<file path="config.mk">
export PLATFORM = sky130hd
export DESIGN_NAME = cla_nibble_serial_adder
export DESIGN_NICKNAME = d
export VERILOG_FILES = /design/src/rtl/cla_nibble_serial_adder.sv
export SDC_FILE = /design/constraint.sdc
export NUM_CORES = 1
export LEC_CHECK = 0
export ABC_AREA = 1
export CORE_MARGIN = 2
export CORE_UTILIZATION = 30
export CTS_CLUSTER_SIZE = 40
export DETAILED_ROUTE_END_ITERATION = 12
export GPL_TIMING_DRIVEN = 0
export PLACE_DENSITY_LB_ADDON = 0.1
export SYNTH_ARGS = -nofsm -noshare
export SYNTH_HDL_FRONTEND = slang
export SYNTH_SLANG_ARGS = --single-unit
</file>
<file path="constraint.sdc">
create_clock -name clk -period 2.95 [get_ports clk]
set_clock_uncertainty 0.1 [all_clocks]
set_input_delay 0.7375 -clock clk [delete_from_list [all_inputs] [get_ports clk]]
set_output_delay 0.7375 -clock clk [all_outputs]
set_load 0.02 [all_outputs]
</file>
<file path="src/rtl/cla_nibble_serial_adder.sv">
// ---------------------------------------------------------------------------
// cla_nibble_serial_adder
//
// Purpose:
//   WIDTH-bit adder that reuses one 4-bit carry-lookahead adder over NIBBLES
//   clock cycles, least-significant nibble first. The carry between nibbles
//   is kept in a register. A start/done handshake frames each operation.
//   This trades latency for area in wide datapaths.
//
// Ports:
//   clk    in   1      rising-edge clock
//   rst    in   1      synchronous reset, active-high
//   start  in   1      operation request, honoured only while ready=1
//   a      in   WIDTH  operand A, captured on an accepted start
//   b      in   WIDTH  operand B, captured on an accepted start
//   cin    in   1      carry-in, captured on an accepted start
//   ready  out  1      high in IDLE
//   busy   out  1      high in RUN
//   done   out  1      one-cycle pulse, sum/cout/ovf valid
//   sum    out  WIDTH  registered result, held until the next accepted start
//   cout   out  1      carry out of the most significant nibble
//   ovf    out  1      two's-complement overflow of the addition
//
// Timing: start accepted at edge 0, nibble passes on edges 1..NIBBLES, results
// and the done pulse registered on edge NIBBLES+1.
// ---------------------------------------------------------------------------

// Combinational 4-bit carry-lookahead adder.
module four_bit_cla_adder (
   input  logic [3:0] a,
   input  logic [3:0] b,
   input  logic       cin,
   output logic [3:0] s,
   output logic       cout
);
   logic [3:0] g;
   logic [3:0] p;
   logic [4:0] c;

   assign g = a & b;
   assign p = a ^ b;

   // All carries are flattened from generate/propagate terms so no carry
   // depends on a previously computed carry.
   assign c[0] = cin;
   assign c[1] = g[0] | (p[0] & cin);
   assign c[2] = g[1] | (p[1] & g[0]) | (p[1] & p[0] & cin);
   assign c[3] = g[2] | (p[2] & g[1]) | (p[2] & p[1] & g[0])
               | (p[2] & p[1] & p[0] & cin);
   assign c[4] = g[3] | (p[3] & g[2]) | (p[3] & p[2] & g[1])
               | (p[3] & p[2] & p[1] & g[0])
               | (p[3] & p[2] & p[1] & p[0] & cin);

   genvar gi;
   generate
      for (gi = 0; gi < 4; gi++) begin : g_sum
         assign s[gi] = p[gi] ^ c[gi];
      end
   endgenerate

   assign cout = c[4];
endmodule

module cla_nibble_serial_adder #(
   parameter int WIDTH = 16
) (
   input  logic             clk,
   input  logic             rst,
   input  logic             start,
   input  logic [WIDTH-1:0] a,
   input  logic [WIDTH-1:0] b,
   input  logic             cin,
   output logic             ready,
   output logic             busy,
   output logic             done,
   output logic [WIDTH-1:0] sum,
   output logic             cout,
   output logic             ovf
);
   localparam int NIBBLES = WIDTH / 4;
   localparam int IDX_W   = (NIBBLES > 1) ? $clog2(NIBBLES) : 1;
   localparam logic [IDX_W-1:0] LAST_IDX = IDX_W'(NIBBLES - 1);

   typedef enum logic [1:0] {
      S_IDLE = 2'd0,
      S_RUN  = 2'd1,
      S_DONE = 2'd2
   } state_t;

   state_t             state_q, state_d;
   logic [WIDTH-1:0]   a_sh_q, a_sh_d;
   logic [WIDTH-1:0]   b_sh_q, b_sh_d;
   logic [WIDTH-1:0]   sum_sh_q, sum_sh_d;
   logic               carry_q, carry_d;
   logic [IDX_W-1:0]   idx_q, idx_d;
   logic               a_msb_q, a_msb_d;
   logic               b_msb_q, b_msb_d;
   logic [WIDTH-1:0]   sum_q, sum_d;
   logic               cout_q, cout_d;
   logic               ovf_q, ovf_d;
   logic               done_q, done_d;

   logic [3:0]         nib_sum;
   logic               nib_cout;

   four_bit_cla_adder u_cla (
      .a    (a_sh_q[3:0]),
      .b    (b_sh_q[3:0]),
      .cin  (carry_q),
      .s    (nib_sum),
      .cout (nib_cout)
   );

   always_ff @(posedge clk) begin
      if (rst) begin
         state_q  <= S_IDLE;
         a_sh_q   <= '0;
         b_sh_q   <= '0;
         sum_sh_q <= '0;
         carry_q  <= 1'b0;
         idx_q    <= '0;
         a_msb_q  <= 1'b0;
         b_msb_q  <= 1'b0;
         sum_q    <= '0;
         cout_q   <= 1'b0;
         ovf_q    <= 1'b0;
         done_q   <= 1'b0;
      end else begin
         state_q  <= state_d;
         a_sh_q   <= a_sh_d;
         b_sh_q   <= b_sh_d;
         sum_sh_q <= sum_sh_d;
         carry_q  <= carry_d;
         idx_q    <= idx_d;
         a_msb_q  <= a_msb_d;
         b_msb_q  <= b_msb_d;
         sum_q    <= sum_d;
         cout_q   <= cout_d;
         ovf_q    <= ovf_d;
         done_q   <= done_d;
      end
   end

   always_comb begin
      state_d  = state_q;
      a_sh_d   = a_sh_q;
      b_sh_d   = b_sh_q;
      sum_sh_d = sum_sh_q;
      carry_d  = carry_q;
      idx_d    = idx_q;
      a_msb_d  = a_msb_q;
      b_msb_d  = b_msb_q;
      sum_d    = sum_q;
      cout_d   = cout_q;
      ovf_d    = ovf_q;
      done_d   = 1'b0;

      case (state_q)
         S_IDLE: begin
            if (start) begin
               a_sh_d   = a;
               b_sh_d   = b;
               sum_sh_d = '0;
               carry_d  = cin;
               idx_d    = '0;
               // Sign bits are kept aside because the shift registers lose
               // them long before the overflow decision is made.
               a_msb_d  = a[WIDTH-1];
               b_msb_d  = b[WIDTH-1];
               sum_d    = '0;
               state_d  = S_RUN;
            end
         end

         S_RUN: begin
            a_sh_d   = {4'b0000, a_sh_q[WIDTH-1:4]};
            b_sh_d   = {4'b0000, b_sh_q[WIDTH-1:4]};
            // New nibble enters at the top; after NIBBLES passes the first
            // (least significant) nibble has arrived at bits [3:0].
            sum_sh_d = {nib_sum, sum_sh_q[WIDTH-1:4]};
            carry_d  = nib_cout;
            idx_d    = idx_q + 1'b1;
            if (idx_q == LAST_IDX) begin
               state_d = S_DONE;
            end
         end

         S_DONE: begin
            sum_d   = sum_sh_q;
            cout_d  = carry_q;
            ovf_d   = (a_msb_q == b_msb_q) && (sum_sh_q[WIDTH-1] != a_msb_q);
            done_d  = 1'b1;
            state_d = S_IDLE;
         end

         default: begin
            state_d = S_IDLE;
         end
      endcase
   end

   assign ready = (state_q == S_IDLE);
   assign busy  = (state_q == S_RUN);
   assign done  = done_q;
   assign sum   = sum_q;
   assign cout  = cout_q;
   assign ovf   = ovf_q;
endmodule

</file>
==> impl_results.html, run 1 <==
<table>
<tr><th>Metric</th><th>Value</th></tr>
<tr><th colspan="2">Setup path</th></tr>
<tr><td>Master of the slowest instance on the critical path</td><td>clkdlybuf4s50_1</td></tr>
<tr><td>Category of the most critical setup path</td><td>flop to output port</td></tr>
<tr><td>CP Launch Type</td><td>flop</td></tr>
<tr><td>Worst R2R Setup Slack</td><td>1.28 ns</td></tr>
<tr><td>Worst R2R Start</td><td>state_q[1]</td></tr>
<tr><td>Data required, critical path</td><td>roughly 2.1 ns</td></tr>
<tr><td>Worst flop-to-flop path endpoint</td><td>a_sh_q[4]</td></tr>
<tr><td>Arrival time of the worst setup path</td><td>1.93 ns</td></tr>
<tr><td>Gate family responsible for the most delay along the worst path</td><td>buffers and inverters</td></tr>
<tr><td>Delay of the slowest cell on the worst path</td><td>roughly 0.65 ns</td></tr>
<tr><td>Worst Setup End Kind</td><td>output port</td></tr>
<tr><td>Cell Chain, Critical Path</td><td>inv_1, nor2_2, clkbuf_4, clkdlybuf4s50_1</td></tr>
<tr><td>Cell count of the worst reg-to-reg path</td><td>7</td></tr>
<tr><td>Maximum fanout encountered on the critical timing path</td><td>19</td></tr>
<tr><td>Buffering stage count on the worst path with inverters included</td><td>3</td></tr>
<tr><th colspan="2">Logic synthesis</th></tr>
<tr><td>Most frequently used flop master after synthesis</td><td>dfxtp_1</td></tr>
<tr><td>Mapped Area</td><td>3020 µm²</td></tr>
<tr><td>Share of synthesized flip-flops with an asynchronous set or reset</td><td>0%</td></tr>
<tr><td>Average footprint of a synthesized cell</td><td>roughly 7.6 µm²</td></tr>
<tr><td>Library cells used by synthesis</td><td>24</td></tr>
<tr><td>Seq cells post-synth</td><td>between 70 and 80</td></tr>
<tr><td>Top cells by area in the synthesized netlist</td><td>dfxtp_1 49%, nand2_1 15%, a21oi_1 9.1%, o21ai_0 6.0%, a22oi_1 4.0%</td></tr>
<tr><td>Number of standard cells after synthesis</td><td>400</td></tr>
<tr><td>Most frequently used cell type in the post-synthesis netlist</td><td>nand2_1</td></tr>
<tr><td>Seq/Total Area, Yosys</td><td>about half</td></tr>
<tr><td>Commonest cells post-synth</td><td>120 x nand2_1, 74 x dfxtp_1, 55 x a21oi_1, 36 x o21ai_0, 26 x inv_1</td></tr>
<tr><td>Number of synthesized flops with an enable pin</td><td>0</td></tr>
<tr><td>Mapped Nets</td><td>443</td></tr>
<tr><td>Post-synth top area cell</td><td>dfxtp_1</td></tr>
<tr><td>Count of yosys warnings during synthesis</td><td>0</td></tr>
<tr><td>Share of the synthesized area in the top cell type</td><td>~49%</td></tr>
<tr><th colspan="2">Die</th></tr>
<tr><td>Die outline area</td><td>about 11000 µm²</td></tr>
<tr><td>Chip Height</td><td>104 µm</td></tr>
<tr><td>Die Wd</td><td>around 100 µm</td></tr>
<tr><td>Standard cell core area</td><td>9770 µm²</td></tr>
<tr><td>Effective utilization at floorplan</td><td>a little under a third</td></tr>
<tr><td>Number of rows created at floorplan</td><td>36</td></tr>
<tr><td>I/O pin cnt</td><td>57</td></tr>
<tr><th colspan="2">Power</th></tr>
<tr><td>Maximum vdd drop</td><td>0.238 mV</td></tr>
<tr><td>Power per standard cell area</td><td>565 nW/µm²</td></tr>
<tr><td>P_leak</td><td>about 1.5 nW</td></tr>
<tr><td>Final Total Pwr</td><td>around 2.2 mW</td></tr>
<tr><th colspan="2">Global routing</th></tr>
<tr><td>Final global-route overflow total</td><td>0</td></tr>
<tr><td>Initial antenna violation count</td><td>0</td></tr>
<tr><td>Total routing usage reported by global routing</td><td>14.9%</td></tr>
<tr><td>Number of global-route vias before repair</td><td>~2700</td></tr>
<tr><td>Global-route layer with the greatest usage</td><td>met2</td></tr>
<tr><td>Met2 usage in global routing</td><td>about a quarter</td></tr>
<tr><td>Met1 Resource Use GR</td><td>between 20% and 30%</td></tr>
<tr><td>First-pass GRT wire length</td><td>approximately 13 mm</td></tr>
<tr><td>Largest net degree at the start of global routing</td><td>20</td></tr>
<tr><td>Global Route met3 Usage</td><td>under 10%</td></tr>
<tr><th colspan="2">Timing</th></tr>
<tr><td>Number of pins exceeding their max-slew limit in the final report</td><td>0</td></tr>
<tr><td>Min Hold Slack</td><td>~0.35 ns</td></tr>
<tr><td>Final setup fails</td><td>0</td></tr>
<tr><td>Highest achievable clock rate</td><td>0.361 GHz</td></tr>
<tr><td>Max-Slew Margin vs Limit</td><td>between 60% and 70%</td></tr>
<tr><td>Part of the cycle the worst path needs</td><td>93.8%</td></tr>
<tr><td>Final hold vios</td><td>0</td></tr>
<tr><td>Worst-Margin Slew</td><td>between 0.5 and 0.6 ns</td></tr>
<tr><td>Setup repair after global routing missed its margin</td><td>no</td></tr>
<tr><td>Post-layout minimum cycle time</td><td>2.77 ns</td></tr>
<tr><td>Total Negative Setup Slacks</td><td>0 ns</td></tr>
<tr><th colspan="2">Routing</th></tr>
<tr><td>Iter 0 DRT Violations</td><td>90</td></tr>
<tr><td>Remaining routing DRC violations</td><td>0</td></tr>
<tr><td>Number of vias in the routed layout</td><td>roughly 2700</td></tr>
<tr><td>Post-route antenna net violation count</td><td>0</td></tr>
<tr><td>Detailed-route wire length</td><td>just under 8 mm</td></tr>
<tr><td>TritonRoute pass-1 iters</td><td>4</td></tr>
<tr><td>Avg WL per Cell</td><td>12.9 µm</td></tr>
<tr><td>Avg Vias per Cell</td><td>roughly 4.5</td></tr>
<tr><th colspan="2">Clock network</th></tr>
<tr><td>Number of setup buffers added after CTS</td><td>0</td></tr>
<tr><td>Number of buffers created by CTS</td><td>9</td></tr>
<tr><td>Clock root buffer</td><td>clkbuf_8</td></tr>
<tr><td>Max clock buf depth</td><td>2</td></tr>
<tr><td>Number of levels the H-tree was split into</td><td>3</td></tr>
<tr><td>Source-to-sink clock delay at the later pin of the worst-skew pair</td><td>approximately 0.34 ns</td></tr>
<tr><td>Clock slew at reported path FFs</td><td>about 0.080 ns</td></tr>
<tr><td>CTS tree</td><td>yes</td></tr>
<tr><td>Clock sinks</td><td>74</td></tr>
<tr><th colspan="2">Layout</th></tr>
<tr><td>Post-synthesis to final-layout area growth</td><td>31.0%</td></tr>
<tr><td>Layout net count</td><td>approximately 500</td></tr>
<tr><td>Fraction of layout instances using a drive strength above 1</td><td>~7.7%</td></tr>
<tr><td>Reg area</td><td>1480 µm²</td></tr>
<tr><td>Diode insertion count for antenna repair</td><td>0</td></tr>
<tr><td>Footprint of the multi-input gates</td><td>roughly 1300 µm²</td></tr>
<tr><td>Filler Cell Count</td><td>just over 1000</td></tr>
<tr><th colspan="2">Status</th></tr>
<tr><td>Outcome</td><td>finished, final reports clean</td></tr>
<tr><th colspan="2">Min path</th></tr>
<tr><td>Hold/Removal Path Class</td><td>flop to flop</td></tr>
<tr><td>Startpoint of the most critical hold path</td><td>a_sh_q[4]</td></tr>
<tr><td>Number of instances on the worst hold path</td><td>2</td></tr>
<tr><td>Worst min-delay path endpoint</td><td>a_sh_q[4]</td></tr>
<tr><th colspan="2">Placement</th></tr>
<tr><td>Quantity of I/O buffers inserted on ports</td><td>between 50 and 60</td></tr>
<tr><td>DP Wirelength</td><td>around 5.7 mm</td></tr>
<tr><td>Placer congestion estimate</td><td>~0.77</td></tr>
<tr><th colspan="2">Run</th></tr>
<tr><td>Number of maximum-capacitance constraint violations</td><td>0</td></tr>
</table>
[how the worst max path moves through the flow]
stage,start,endpoint,slack (ns),cells after the start
final,state_q[0],busy,0.18,4
after global routing,state_q[0],busy,0.05,4
after CTS,state_q[0],busy,0.04,4
after detailed placement,state_q[0],busy,0.32,5
after global placement,state_q[0],busy,0.31,5
after floorplan,state_q[0],busy,1.13,4
[state kept, by name (all words and copies together) (netlist names)]
register	flops
idx_q	2
done	1
state_q	2
sum_sh_q	16
b_msb_q	1
a_msb_q	1
ovf	1
sum	16
a_sh_q	16
cout	1
b_sh_q	16
carry_q	1
[cell families (layout without fill, tap and decap cells)]
group                      count (synthesis)  after routing  share of synthesized area [%]
DFF                                       74             74                           49.0
and+or+nand+nor                          158            158                           20.8
buffers and inverters                     52            122                           7.41
adders and majority gates                  7              7                           3.15
AOI/OAI and AO/OA                        109            109                           19.6
[metrics by stage]
step | cell area, µm² | std cells | setup slack, ns | utilization, %
3_3_place_gp | 3750 | 589 | 0.313 | 38.3
3_5_place_dp | 3750 | 589 | 0.316 | 38.3
6_report | 3960 | 603 | 0.183 | 40.5
5_1_grt | 3960 | 603 | 0.0522 | 40.5
4_1_cts | 3950 | 603 | 0.0390 | 40.5
2_1_floorplan | 3020 | 400 | 1.13 | -
[power by group]
group	switching [mW]	total, mW	internal, mW
sequential	0.0253	1.07	1.05
combinational	0.177	0.300	0.123
clock	0.388	0.862	0.475
[area by class of cell]
type / instances / share of cell area, %
plain buffers: 22 / 2.78
clock buffers: 9 / 3.13
clock inverters: 6 / 2.21
inverters: 29 / 2.81
multi-input cells: 274 / 33.2
flip-flops and latches: 74 / 37.4
well taps: 133 / 4.21
repair buffers: 56 / 14.2
[layer usage]
metal  up-vias  wire length (µm)  share of wire (%)
met5         -                 0                  0
li1       1443                 -                  -
met3         5               346                4.5
met4         0                48               0.62
met2        55              3470                 45
met1      1223              3890                 50
[cell usage in the layout, fill, tap and decap left out, types with 4 or more instances in the layout]
| cell | count |
|---|---|
| clkbuf_1 | 9 |
| clkdlybuf4s50_1 | 56 |
| clkbuf_8 | 9 |
| a22oi_1 | 16 |
| o21ai_0 | 36 |
| nand2_1 | 120 |
| inv_1 | 26 |
| buf_4 | 4 |
| buf_2 | 7 |
| ha_1 | 6 |
| nand3_1 | 5 |
| nor2_1 | 24 |
| dfxtp_1 | 74 |
| a21oi_1 | 55 |
[worst reg2reg max path, stage by stage, from the launching register on]
cell and delay [ns]:
dfxtp_1 0.40, nor2_2 0.08, nand2_2 0.14, inv_4 0.11, nor2_4 0.11, clkbuf_1 0.35, o21ai_0 0.18, a21oi_1 0.14
[timing repair]
item,4_1_cts,5_1_grt
cloned,0,0
resized for setup,0,1
endpoints found under the setup margin,1,1
hold buffers,0,0
Note: power is estimated with default switching activity, not from simulation.
==> inputs of run 2 (changes only) <==
--- a/config.mk
+++ b/config.mk
@@ -7,7 +7,7 @@
 export LEC_CHECK = 0
 export ABC_AREA = 1
 export CORE_MARGIN = 2
-export CORE_UTILIZATION = 30
+export CORE_UTILIZATION = 40
 export CTS_CLUSTER_SIZE = 40
 export DETAILED_ROUTE_END_ITERATION = 12
 export GPL_TIMING_DRIVEN = 0
==> run 2 against run 1 <==
Compared with the run above:
- wire length down 5.7%
- register-to-register slack improved by 0.04 ns
- final area is 1.5% lower
- cell count decreased by 5.3%
- sequential power is essentially flat
- count of clock-buffer cells in the layout grew 1
- utilization grew 13 points
- critical path depth is 1 higher
- clock power fell by 9.6%
- critical endpoint unchanged
- largest power group unchanged
- highest routed layer unchanged
==> impl_results.html, run 2 (synthesized netlist as in run 1, its figures left out) <==
<table>
<tr><th>Metric</th><th>Value</th></tr>
<tr><th colspan="2">Routing</th></tr>
<tr><td>Met3 Wirelength</td><td>307 µm (was 346 µm)</td></tr>
<tr><td>TritonRoute pass-1 iters</td><td>4 (unchanged)</td></tr>
<tr><td>Avg Vias per Cell</td><td>4.82 (was 4.52)</td></tr>
<tr><td>Max Used Layer</td><td>met4 (unchanged)</td></tr>
<tr><td>Avg WL per Cell</td><td>12.8 µm (was 12.9 µm)</td></tr>
<tr><td>Remaining routing DRC violations</td><td>0 (unchanged)</td></tr>
<tr><td>Iter 0 DRT Violations</td><td>147 (was 90)</td></tr>
<tr><td>Post-Route M1 WL</td><td>3.67 mm (was 3.89 mm)</td></tr>
<tr><td>Post-route antenna net violation count</td><td>0 (unchanged)</td></tr>
<tr><td>Number of vias in the routed layout</td><td>2751 (was 2726)</td></tr>
<tr><td>Met2 routed wirelength</td><td>3.22 mm (was 3.47 mm)</td></tr>
<tr><td>Detailed-route wire length</td><td>7.32 mm (was 7.75 mm)</td></tr>
<tr><th colspan="2">Setup path</th></tr>
<tr><td>Category of the most critical setup path</td><td>flop to output port (unchanged)</td></tr>
<tr><td>Worst R2R Start</td><td>state_q[1] (unchanged)</td></tr>
<tr><td>Worst R2R Setup Slack</td><td>1.32 ns (was 1.28 ns)</td></tr>
<tr><td>Worst Setup End Kind</td><td>output port (unchanged)</td></tr>
<tr><td>CP Launch Type</td><td>flop (unchanged)</td></tr>
<tr><td>Worst flop-to-flop path endpoint</td><td>a_sh_q[6] (was a_sh_q[4])</td></tr>
<tr><td>Arrival time of the worst setup path</td><td>1.87 ns (was 1.93 ns)</td></tr>
<tr><td>Cell count of the worst reg-to-reg path</td><td>7 (unchanged)</td></tr>
<tr><td>Data required, critical path</td><td>2.11 ns (about the same)</td></tr>
<tr><td>Maximum fanout encountered on the critical timing path</td><td>10 (was 19)</td></tr>
<tr><th colspan="2">Die</th></tr>
<tr><td>Die Wd</td><td>90.9 µm (was 104 µm)</td></tr>
<tr><td>Number of rows created at floorplan</td><td>31 (was 36)</td></tr>
<tr><td>I/O pin cnt</td><td>57 (unchanged)</td></tr>
<tr><td>Effective utilization at floorplan</td><td>41.4% (was 30.9%)</td></tr>
<tr><td>Die outline area</td><td>8260 µm² (was 10900 µm²)</td></tr>
<tr><td>Chip Height</td><td>90.9 µm (was 104 µm)</td></tr>
<tr><td>Standard cell core area</td><td>7290 µm² (was 9770 µm²)</td></tr>
<tr><th colspan="2">Run</th></tr>
<tr><td>Number of maximum-capacitance constraint violations</td><td>0 (unchanged)</td></tr>
<tr><th colspan="2">Timing</th></tr>
<tr><td>Max-Slew Margin vs Limit</td><td>62.1% (was 60.9%)</td></tr>
<tr><td>Post-layout minimum cycle time</td><td>2.70 ns (was 2.77 ns)</td></tr>
<tr><td>Number of pins exceeding their max-slew limit in the final report</td><td>0 (unchanged)</td></tr>
<tr><td>Highest achievable clock rate</td><td>0.370 GHz (was 0.361 GHz)</td></tr>
<tr><td>Part of the cycle the worst path needs</td><td>91.7% (was 93.8%)</td></tr>
<tr><td>Total Negative Setup Slacks</td><td>0 ns (unchanged)</td></tr>
<tr><td>Final hold vios</td><td>0 (unchanged)</td></tr>
<tr><td>Setup repair after global routing missed its margin</td><td>no (unchanged)</td></tr>
<tr><td>Final setup fails</td><td>0 (unchanged)</td></tr>
<tr><td>Worst-Margin Slew</td><td>0.569 ns (was 0.587 ns)</td></tr>
<tr><td>Crit path setup slack, layout</td><td>0.246 ns (was 0.183 ns)</td></tr>
<tr><th colspan="2">Global routing</th></tr>
<tr><td>Number of global-route vias before repair</td><td>2599 (was 2654)</td></tr>
<tr><td>First-pass GRT wire length</td><td>12.2 mm (was 12.9 mm)</td></tr>
<tr><td>Final global-route overflow total</td><td>0 (unchanged)</td></tr>
<tr><td>Initial antenna violation count</td><td>0 (unchanged)</td></tr>
<tr><td>Largest net degree at the start of global routing</td><td>14 (was 20)</td></tr>
<tr><td>Total routing usage reported by global routing</td><td>18.7% (was 14.9%)</td></tr>
<tr><th colspan="2">Min path</th></tr>
<tr><td>Startpoint of the most critical hold path</td><td>b_sh_q[10] (was a_sh_q[4])</td></tr>
<tr><td>Worst min-delay path endpoint</td><td>b_sh_q[10] (was a_sh_q[4])</td></tr>
<tr><td>Hold/Removal Path Class</td><td>flop to flop (unchanged)</td></tr>
<tr><td>Number of instances on the worst hold path</td><td>2 (unchanged)</td></tr>
<tr><th colspan="2">Clock network</th></tr>
<tr><td>Clock sinks</td><td>74 (unchanged)</td></tr>
<tr><td>Clock slew at reported path FFs</td><td>0.08 ns (about the same)</td></tr>
<tr><td>Post-cts hold buffer count</td><td>0 (unchanged)</td></tr>
<tr><td>Clock root buffer</td><td>clkbuf_8 (unchanged)</td></tr>
<tr><td>Source-to-sink clock delay at the later pin of the worst-skew pair</td><td>0.36 ns (was 0.34 ns)</td></tr>
<tr><td>Max clock buf depth</td><td>2 (unchanged)</td></tr>
<tr><td>Number of buffers created by CTS</td><td>9 (unchanged)</td></tr>
<tr><td>Number of levels the H-tree was split into</td><td>3 (unchanged)</td></tr>
<tr><td>CTS tree</td><td>yes (unchanged)</td></tr>
<tr><th colspan="2">Placement</th></tr>
<tr><td>Quantity of I/O buffers inserted on ports</td><td>56 (unchanged)</td></tr>
<tr><td>DP Wirelength</td><td>5.21 mm (was 5.70 mm)</td></tr>
<tr><td>Pre-CTS WS</td><td>0.346 ns (was 0.316 ns)</td></tr>
<tr><td>Placer congestion estimate</td><td>0.732 (was 0.772)</td></tr>
<tr><th colspan="2">Status</th></tr>
<tr><td>Outcome</td><td>finished, final reports clean (unchanged)</td></tr>
<tr><th colspan="2">Power</th></tr>
<tr><td>P_leak</td><td>1.54 nW (was 1.55 nW)</td></tr>
<tr><td>Power per standard cell area</td><td>552 nW/µm² (was 565 nW/µm²)</td></tr>
<tr><td>Final Total Pwr</td><td>2.15 mW (was 2.24 mW)</td></tr>
<tr><td>Maximum vdd drop</td><td>0.270 mV (was 0.238 mV)</td></tr>
<tr><th colspan="2">Layout</th></tr>
<tr><td>Fraction of layout instances using a drive strength above 1</td><td>7.84% (was 7.66%)</td></tr>
<tr><td>Commonest cells after routing, fill and taps aside</td><td>120 x nand2_1, 74 x dfxtp_1, 55 x a21oi_1, 55 x clkdlybuf4s50_1, 36 x o21ai_0 (was 120 x nand2_1, 74 x dfxtp_1, 56 x clkdlybuf4s50_1)</td></tr>
<tr><td>Post-synthesis to final-layout area growth</td><td>29.1% (was 31.0%)</td></tr>
<tr><td>Diode insertion count for antenna repair</td><td>0 (unchanged)</td></tr>
<tr><td>Filler Cell Count</td><td>758 (was 1036)</td></tr>
<tr><td>Layout net count</td><td>510 (was 509)</td></tr>
<tr><td>Most common cell after layout, fill and taps aside</td><td>nand2_1 (unchanged)</td></tr>
</table>
-- run 2: cell count changes in the layout (fill, tap and decap cells not counted) --
cell	previous run	this run
bufinv_16	2	1
clkdlybuf4s50_1	56	55
clkinv_2	2	1
inv_6	2	0
buf_2	7	9
clkinv_4	0	2
clkinvlp_4	0	2
dlygate4sd2_1	0	1
clkbuf_4	1	0
clkbuf_1	9	10
-- run 2: per-stage QoR --
| stage | instances | instance area [µm²] | utilization (%) | hold WS, ns |
|---|---|---|---|---|
| finish | 571 | 3900 | 53.5 | 0.347 |
| global route | 571 | 3900 | 53.5 | 0.380 |
| CTS | 571 | 3900 | 53.5 | 0.349 |
| detailed placement | 555 | 3700 | 50.8 | 0.337 |
| global placement | 555 | 3700 | 50.8 | 0.334 |
| floorplan | 400 | 3020 | - | 0.324 |
-- run 2: layout make-up --
| cell class | instances | area [µm²] | area share [%] |
|---|---|---|---|
| inverters | 29 | 111 | 2.86 |
| multi-input cells | 274 | 1320 | 33.7 |
| well taps | 99 | 124 | 3.18 |
| plain buffers | 23 | 113 | 2.89 |
| repair buffers | 56 | 559 | 14.3 |
| flip-flops and latches | 74 | 1480 | 38.0 |
| clock buffers | 10 | 128 | 3.27 |
| clock inverters | 6 | 67.6 | 1.73 |
-- run 2: how the worst max path moves through the flow --
stage | from | to | slack (ns) | cells past startpoint
global placement | state_q[0] | busy | 0.35 | 5
detailed placement | state_q[0] | busy | 0.35 | 5
CTS | state_q[0] | busy | 0.23 | 5
global route | state_q[0] | busy | 0.14 | 5
finish | state_q[0] | busy | 0.25 | 5
floorplan | state_q[0] | busy | 1.13 | 4
-- run 2: power breakdown --
| group | switching [mW] | leakage, nW | internal (mW) |
|---|---|---|---|
| sequential | 0.0248 | 0.604 | 1.05 |
| combinational | 0.177 | 0.841 | 0.122 |
| clock | 0.387 | 0.0925 | 0.392 |
| total | 0.588 | 1.54 | 1.56 |
-- run 2: what timing repair did --
| action | CTS | global route |
|---|---|---|
| setup buffers | 0 | 0 |
| gates resized for setup | 1 | 0 |
| endpoints found under the setup margin | 1 | 0 |
-- run 2: routing by layer --
metal	vias to the layer above	GRT usage, %
met5	-	0
met4	0	6.44
met3	11	4.42
met2	62	28.7
met1	1235	25.8
li1	1443	-
-- run 2: critical path: stages (launching register included) --
cell and delay [ns]:
dfxtp_1 0.37, inv_1 0.08, nor2_2 0.17, buf_2 0.27, buf_2 0.27, dlygate4sd2_1 0.36
==> inputs of run 3 (changes only) <==
--- a/config.mk
+++ b/config.mk
@@ -7,11 +7,11 @@
 export LEC_CHECK = 0
 export ABC_AREA = 1
 export CORE_MARGIN = 2
-export CORE_UTILIZATION = 40
+export CORE_UTILIZATION = 45
 export CTS_CLUSTER_SIZE = 40
 export DETAILED_ROUTE_END_ITERATION = 12
 export GPL_TIMING_DRIVEN = 0
-export PLACE_DENSITY_LB_ADDON = 0.1
+export PLACE_DENSITY = 0.73
 export SYNTH_ARGS = -nofsm -noshare
 export SYNTH_HDL_FRONTEND = slang
 export SYNTH_SLANG_ARGS = --single-unit
==> run 3 against run 2 <==
Compared with the run above:
- largest cell class unchanged
- count of clock-buffer cells in the layout unchanged
- maximum frequency rose by 0.65%
- final area fell by 0.16%
- combinational power is essentially flat
- sequential power barely moved
- flip-flop and latch count stayed put
- highest routed layer unchanged
- utilization rose by 7.1 points
- worst hold slack better by 0.00093 ns
==> impl_results.html, run 3 (synthesized netlist as in run 1, its figures left out) <==
<table>
<tr><th>Metric</th><th>Value</th></tr>
<tr><th colspan="2">Global routing</th></tr>
<tr><td>First-pass GRT wire length</td><td>12.4 mm (was 12.2 mm)</td></tr>
<tr><td>Number of global-route vias before repair</td><td>2662 (was 2599)</td></tr>
<tr><td>Largest net degree at the start of global routing</td><td>14 (unchanged)</td></tr>
<tr><td>Initial antenna violation count</td><td>0 (unchanged)</td></tr>
<tr><td>Total routing usage reported by global routing</td><td>21.3% (was 18.7%)</td></tr>
<tr><td>Final global-route overflow total</td><td>0 (unchanged)</td></tr>
<tr><th colspan="2">Setup path</th></tr>
<tr><td>Maximum fanout encountered on the critical timing path</td><td>10 (unchanged)</td></tr>
<tr><td>Category of the most critical setup path</td><td>flop to output port (unchanged)</td></tr>
<tr><td>Worst Setup End Kind</td><td>output port (unchanged)</td></tr>
<tr><td>Arrival time of the worst setup path</td><td>1.85 ns (was 1.87 ns)</td></tr>
<tr><td>Cell count of the worst reg-to-reg path</td><td>7 (unchanged)</td></tr>
<tr><td>Data required, critical path</td><td>2.11 ns (about the same)</td></tr>
<tr><td>CP Launch Type</td><td>flop (unchanged)</td></tr>
<tr><th colspan="2">Status</th></tr>
<tr><td>Outcome</td><td>finished, final reports clean (unchanged)</td></tr>
<tr><th colspan="2">Placement</th></tr>
<tr><td>Placer congestion estimate</td><td>0.829 (was 0.732)</td></tr>
<tr><td>Quantity of I/O buffers inserted on ports</td><td>56 (unchanged)</td></tr>
<tr><td>Dpl cell area</td><td>3680 µm² (was 3700 µm²)</td></tr>
<tr><td>DP Wirelength</td><td>5.16 mm (was 5.21 mm)</td></tr>
<tr><th colspan="2">Timing</th></tr>
<tr><td>Number of pins exceeding their max-slew limit in the final report</td><td>0 (unchanged)</td></tr>
<tr><td>Final setup fails</td><td>0 (unchanged)</td></tr>
<tr><td>Part of the cycle the worst path needs</td><td>91.1% (was 91.7%)</td></tr>
<tr><td>Highest achievable clock rate</td><td>0.372 GHz (was 0.370 GHz)</td></tr>
<tr><td>Max-Slew Margin vs Limit</td><td>63.8% (was 62.1%)</td></tr>
<tr><td>Setup repair after global routing missed its margin</td><td>no (unchanged)</td></tr>
<tr><td>Worst-Margin Slew</td><td>0.542 ns (was 0.569 ns)</td></tr>
<tr><td>Total Negative Setup Slacks</td><td>0 ns (unchanged)</td></tr>
<tr><td>Post-layout minimum cycle time</td><td>2.69 ns (was 2.70 ns)</td></tr>
<tr><td>Final hold vios</td><td>0 (unchanged)</td></tr>
<tr><th colspan="2">Routing</th></tr>
<tr><td>Met2 routed wirelength</td><td>3.45 mm (was 3.22 mm)</td></tr>
<tr><td>Post-route antenna net violation count</td><td>0 (unchanged)</td></tr>
<tr><td>Remaining routing DRC violations</td><td>0 (unchanged)</td></tr>
<tr><td>Max Used Layer</td><td>met4 (unchanged)</td></tr>
<tr><td>Avg WL per Cell</td><td>13.2 µm (was 12.8 µm)</td></tr>
<tr><td>Number of vias in the routed layout</td><td>2811 (was 2751)</td></tr>
<tr><td>Detailed-route wire length</td><td>7.27 mm (was 7.32 mm)</td></tr>
<tr><td>Post-Route M1 WL</td><td>3.42 mm (was 3.67 mm)</td></tr>
<tr><td>TritonRoute pass-1 iters</td><td>4 (unchanged)</td></tr>
<tr><td>Avg Vias per Cell</td><td>5.12 (was 4.82)</td></tr>
<tr><td>Iter 0 DRT Violations</td><td>152 (was 147)</td></tr>
<tr><td>Met3 Wirelength</td><td>309 µm (was 307 µm)</td></tr>
<tr><th colspan="2">Power</th></tr>
<tr><td>Maximum vdd drop</td><td>0.332 mV (was 0.270 mV)</td></tr>
<tr><td>Final Total Pwr</td><td>2.24 mW (was 2.15 mW)</td></tr>
<tr><td>P_leak</td><td>1.55 nW (was 1.54 nW)</td></tr>
<tr><td>Power per standard cell area</td><td>575 nW/µm² (was 552 nW/µm²)</td></tr>
<tr><th colspan="2">Die</th></tr>
<tr><td>Die Wd</td><td>85.9 µm (was 90.9 µm)</td></tr>
<tr><td>Standard cell core area</td><td>6420 µm² (was 7290 µm²)</td></tr>
<tr><td>I/O pin cnt</td><td>57 (unchanged)</td></tr>
<tr><td>Number of rows created at floorplan</td><td>29 (was 31)</td></tr>
<tr><td>Chip Height</td><td>85.9 µm (was 90.9 µm)</td></tr>
<tr><td>Effective utilization at floorplan</td><td>47.0% (was 41.4%)</td></tr>
<tr><td>Die outline area</td><td>7380 µm² (was 8260 µm²)</td></tr>
<tr><th colspan="2">Min path</th></tr>
<tr><td>Hold/Removal Path Class</td><td>flop to flop (unchanged)</td></tr>
<tr><td>Number of instances on the worst hold path</td><td>2 (unchanged)</td></tr>
<tr><th colspan="2">Layout</th></tr>
<tr><td>Fraction of layout instances using a drive strength above 1</td><td>7.84% (unchanged)</td></tr>
<tr><td>Commonest cells after routing, fill and taps aside</td><td>120 x nand2_1, 74 x dfxtp_1, 55 x a21oi_1, 55 x clkdlybuf4s50_1, 36 x o21ai_0 (unchanged)</td></tr>
<tr><td>Layout net count</td><td>510 (unchanged)</td></tr>
<tr><td>Fin area</td><td>3890 µm² (was 3900 µm²)</td></tr>
<tr><td>Most common cell after layout, fill and taps aside</td><td>nand2_1 (unchanged)</td></tr>
<tr><td>Filler Cell Count</td><td>581 (was 758)</td></tr>
<tr><td>Diode insertion count for antenna repair</td><td>0 (unchanged)</td></tr>
<tr><td>Post-synthesis to final-layout area growth</td><td>28.9% (was 29.1%)</td></tr>
<tr><th colspan="2">Clock network</th></tr>
<tr><td>Number of setup buffers added after CTS</td><td>0 (unchanged)</td></tr>
<tr><td>Number of buffers created by CTS</td><td>9 (unchanged)</td></tr>
<tr><td>Source-to-sink clock delay at the later pin of the worst-skew pair</td><td>0.35 ns (was 0.36 ns)</td></tr>
<tr><td>Max clock buf depth</td><td>2 (unchanged)</td></tr>
<tr><td>Clock slew at reported path FFs</td><td>0.08 ns (about the same)</td></tr>
<tr><td>Clock root buffer</td><td>clkbuf_8 (unchanged)</td></tr>
<tr><td>Clock sinks</td><td>74 (unchanged)</td></tr>
<tr><td>CTS tree</td><td>yes (unchanged)</td></tr>
<tr><td>Number of levels the H-tree was split into</td><td>3 (unchanged)</td></tr>
<tr><th colspan="2">Run</th></tr>
<tr><td>Number of maximum-capacitance constraint violations</td><td>0 (unchanged)</td></tr>
</table>
-- run 3: area by class of cell --
type                    count  area (µm²)  area share [%]
flip-flops and latches     74        1480            38.1
multi-input cells         274        1320            33.8
repair buffers             56         559            14.4
clock buffers              10         128            3.28
plain buffers              23         113            2.89
inverters                  29         111            2.86
well taps                  77        96.3            2.48
clock inverters             6        88.8            2.28
-- run 3: path summary, 6_finish.rpt --
path                            slack [ns]          to  startpoint
worst max-delay path                  0.26        busy  state_q[0]
worst min-delay path                  0.35   b_sh_q[8]   b_sh_q[8]
worst max register to register        1.36  b_sh_q[11]  state_q[1]
worst min register to register        0.35   b_sh_q[8]   b_sh_q[8]
-- run 3: metrics by stage --
stage                     instances  hold WS (ns)  util [%]  setup WS (ns)
after global placement          533         0.332      57.3          0.358
after CTS                       549         0.350      60.6          0.254
after floorplan                 400         0.324         -           1.13
final                           549         0.348      60.6          0.263
after global routing            549         0.366      60.6          0.176
after detailed placement        533         0.340      57.3          0.354
-- run 3: where the power goes --
part / total, mW / internal (mW) / switching, mW
registers: 1.07 / 1.05 / 0.0253
logic: 0.299 / 0.123 / 0.177
clock network: 0.866 / 0.478 / 0.388
total: 2.24 / 1.65 / 0.590
-- run 3: worst max-delay path, stage by stage, from the launching register on --
cell and delay [ns]:
dfxtp_1 0.37, inv_1 0.07, nor2_2 0.16, buf_2 0.26
buf_2 0.27, dlygate4sd2_1 0.36
-- run 3: metal layers --
metal  global-route usage [%]  vias to the layer above
met3                     2.79                        9
met1                     29.2                     1308
met2                     33.3                       57
li1                         -                     1437
met5                        0                        -
met4                     9.96                        0
-- run 3: timing repair --
action,in CTS,in global routing
endpoints found under the setup margin,1,0
gates resized for setup,1,0
hold buffers,0,0
==> edit: new RTL, flow settings as in run 2 <==
Set the parameter `WIDTH` to 32 (it was 16).
--- a/src/rtl/cla_nibble_serial_adder.sv
+++ b/src/rtl/cla_nibble_serial_adder.sv
@@ -62,7 +62,7 @@
 endmodule
 
 module cla_nibble_serial_adder #(
-   parameter int WIDTH = 16
+   parameter int WIDTH = 32
 ) (
    input  logic             clk,
    input  logic             rst,
Ports: changed (resized a, b and sum); port bits go from 57 to 105. No check against the original RTL was run, so the function may have changed too.
==> edit against run 2 <==
Synthesized cell count grew 86%. Power up 120%. Wire length is 110% higher. Combinational power increased by 94%. Sequential cell count up 65. Setup slack worse by 78 ps. Cell area rose by 92%. Synthesized area rose by 87%.
==> edit: results (changes against run 2) <==
[layout]
drive_gt1_share_pct=7.86  ; was 7.84%
fill_cells=1321  ; was 758
final_area_sq_um=7480  ; was 3900 sq um
layout.nets=943  ; was 510
num_antenna_cells=0  ; unchanged

[clocking]
root_buffer=clkbuf_16  ; was clkbuf_8
postCtsSetupRepairBufs=0  ; unchanged
path_clk_slew_ps=50  ; was 80 ps
cts_buffers=17  ; was 9
cts_resized=1  ; unchanged
insertion_delay_ps=410  ; was 360 ps
cts.htree.levels=4  ; was 3

[route]
drt_iter0_markers=331  ; was 147
vias=5331  ; was 2751
dr_wl_met2_microns=7200  ; was 3220 microns
vias_per_cell=5.04  ; was 4.82
drt-met1-wl_microns=7090  ; was 3670 microns
met3_length_microns=906  ; was 307 microns
drt_pre_antenna_iters=4  ; unchanged
wl_per_cell_microns=14.5  ; was 12.8 microns

[grt]
grt_pass1_wl_microns=24700  ; was 12200 microns
grt_use_total_pct=21.4  ; was 18.7%
grt_pass1_vias=5083  ; was 2599
use_met2_pct=34.3  ; was 28.7%
grt_max_degree=17  ; was 14
antenna_found_initial=0  ; unchanged
use_met3_pct=5.20  ; was 4.42%
met1_usage_pct=28.3  ; was 25.8%

[synth]
syn_nets=821  ; was 443
ys_top_cells_by_count=nand2_1, dfxtp_1, a21oi_1  ; unchanged
synth_cells=745  ; was 400
ys_seq_area_share_pct=49.4  ; was 49.0%
ys_types=25  ; was 24
netlist_top_cells_area=dfxtp_1, nand2_1, a21oi_1  ; unchanged
synth_top_area_share_pct=49.4  ; was 49.0%

[worst_setup_path]
critPathLaunch=state_q[0]  ; unchanged
cp_max_fo=10  ; unchanged
slowest_delay_ps=410  ; was 370 ps
crit_family=buffers and inverters  ; unchanged

[outcome]
status=complete, no violations  ; unchanged

[power_and_ir_drop]
ir_drop_mv=0.380  ; was 0.270 mV
leakage_nw=2.96  ; was 1.54 nW

[placement]
port_buffers=103  ; was 56
post-place-ws_ps=292  ; was 346 ps
gp_congestion=0.818  ; was 0.732
placed_cells=1028  ; was 555
placed_cell_area_sq_um=6890  ; was 3700 sq um
dp_hpwl_microns=11100  ; was 5210 microns

[timing]
maxSlewHeadroom_pct=62.9  ; was 62.1%

[hold_path]
worstHoldStart=b_sh_q[21]  ; was b_sh_q[10]

## edit: layout make-up
class	count	share of cell area, %
clock inverter	8	1.57
multi-input combinational	488	31.1
timing repair buffer	103	13.8
clock buffer	22	6.34
tap	180	3.01
sequential	139	37.2
buffer	54	3.75
inverter	64	3.24
## edit: where the power goes
| part | total, W | switching (W) | internal [W] |
|---|---|---|---|
| registers | 0.00201 | 0.0000385 | 0.00198 |
| clock network | 0.00214 | 0.000762 | 0.00138 |
| logic | 0.000580 | 0.000346 | 0.000234 |
| total | 0.00474 | 0.00115 | 0.00359 |
## edit: worst paths after layout
path,slack (ps),cells past startpoint,end
min reg2reg,350,2,b_sh_q[21]
min,350,2,b_sh_q[21]
max,170,5,busy
max reg2reg,1220,5,sum[15]
## edit: cells by family (layout without fill, tap and decap cells)
family | after synthesis | count (layout) | share of synthesized area [%]
compound gates | 238 | 238 | 22.6
simple gates | 242 | 242 | 16.9
flops | 139 | 139 | 49.4
fa+ha+maj | 8 | 8 | 1.91
buf+inv | 118 | 251 | 9.28
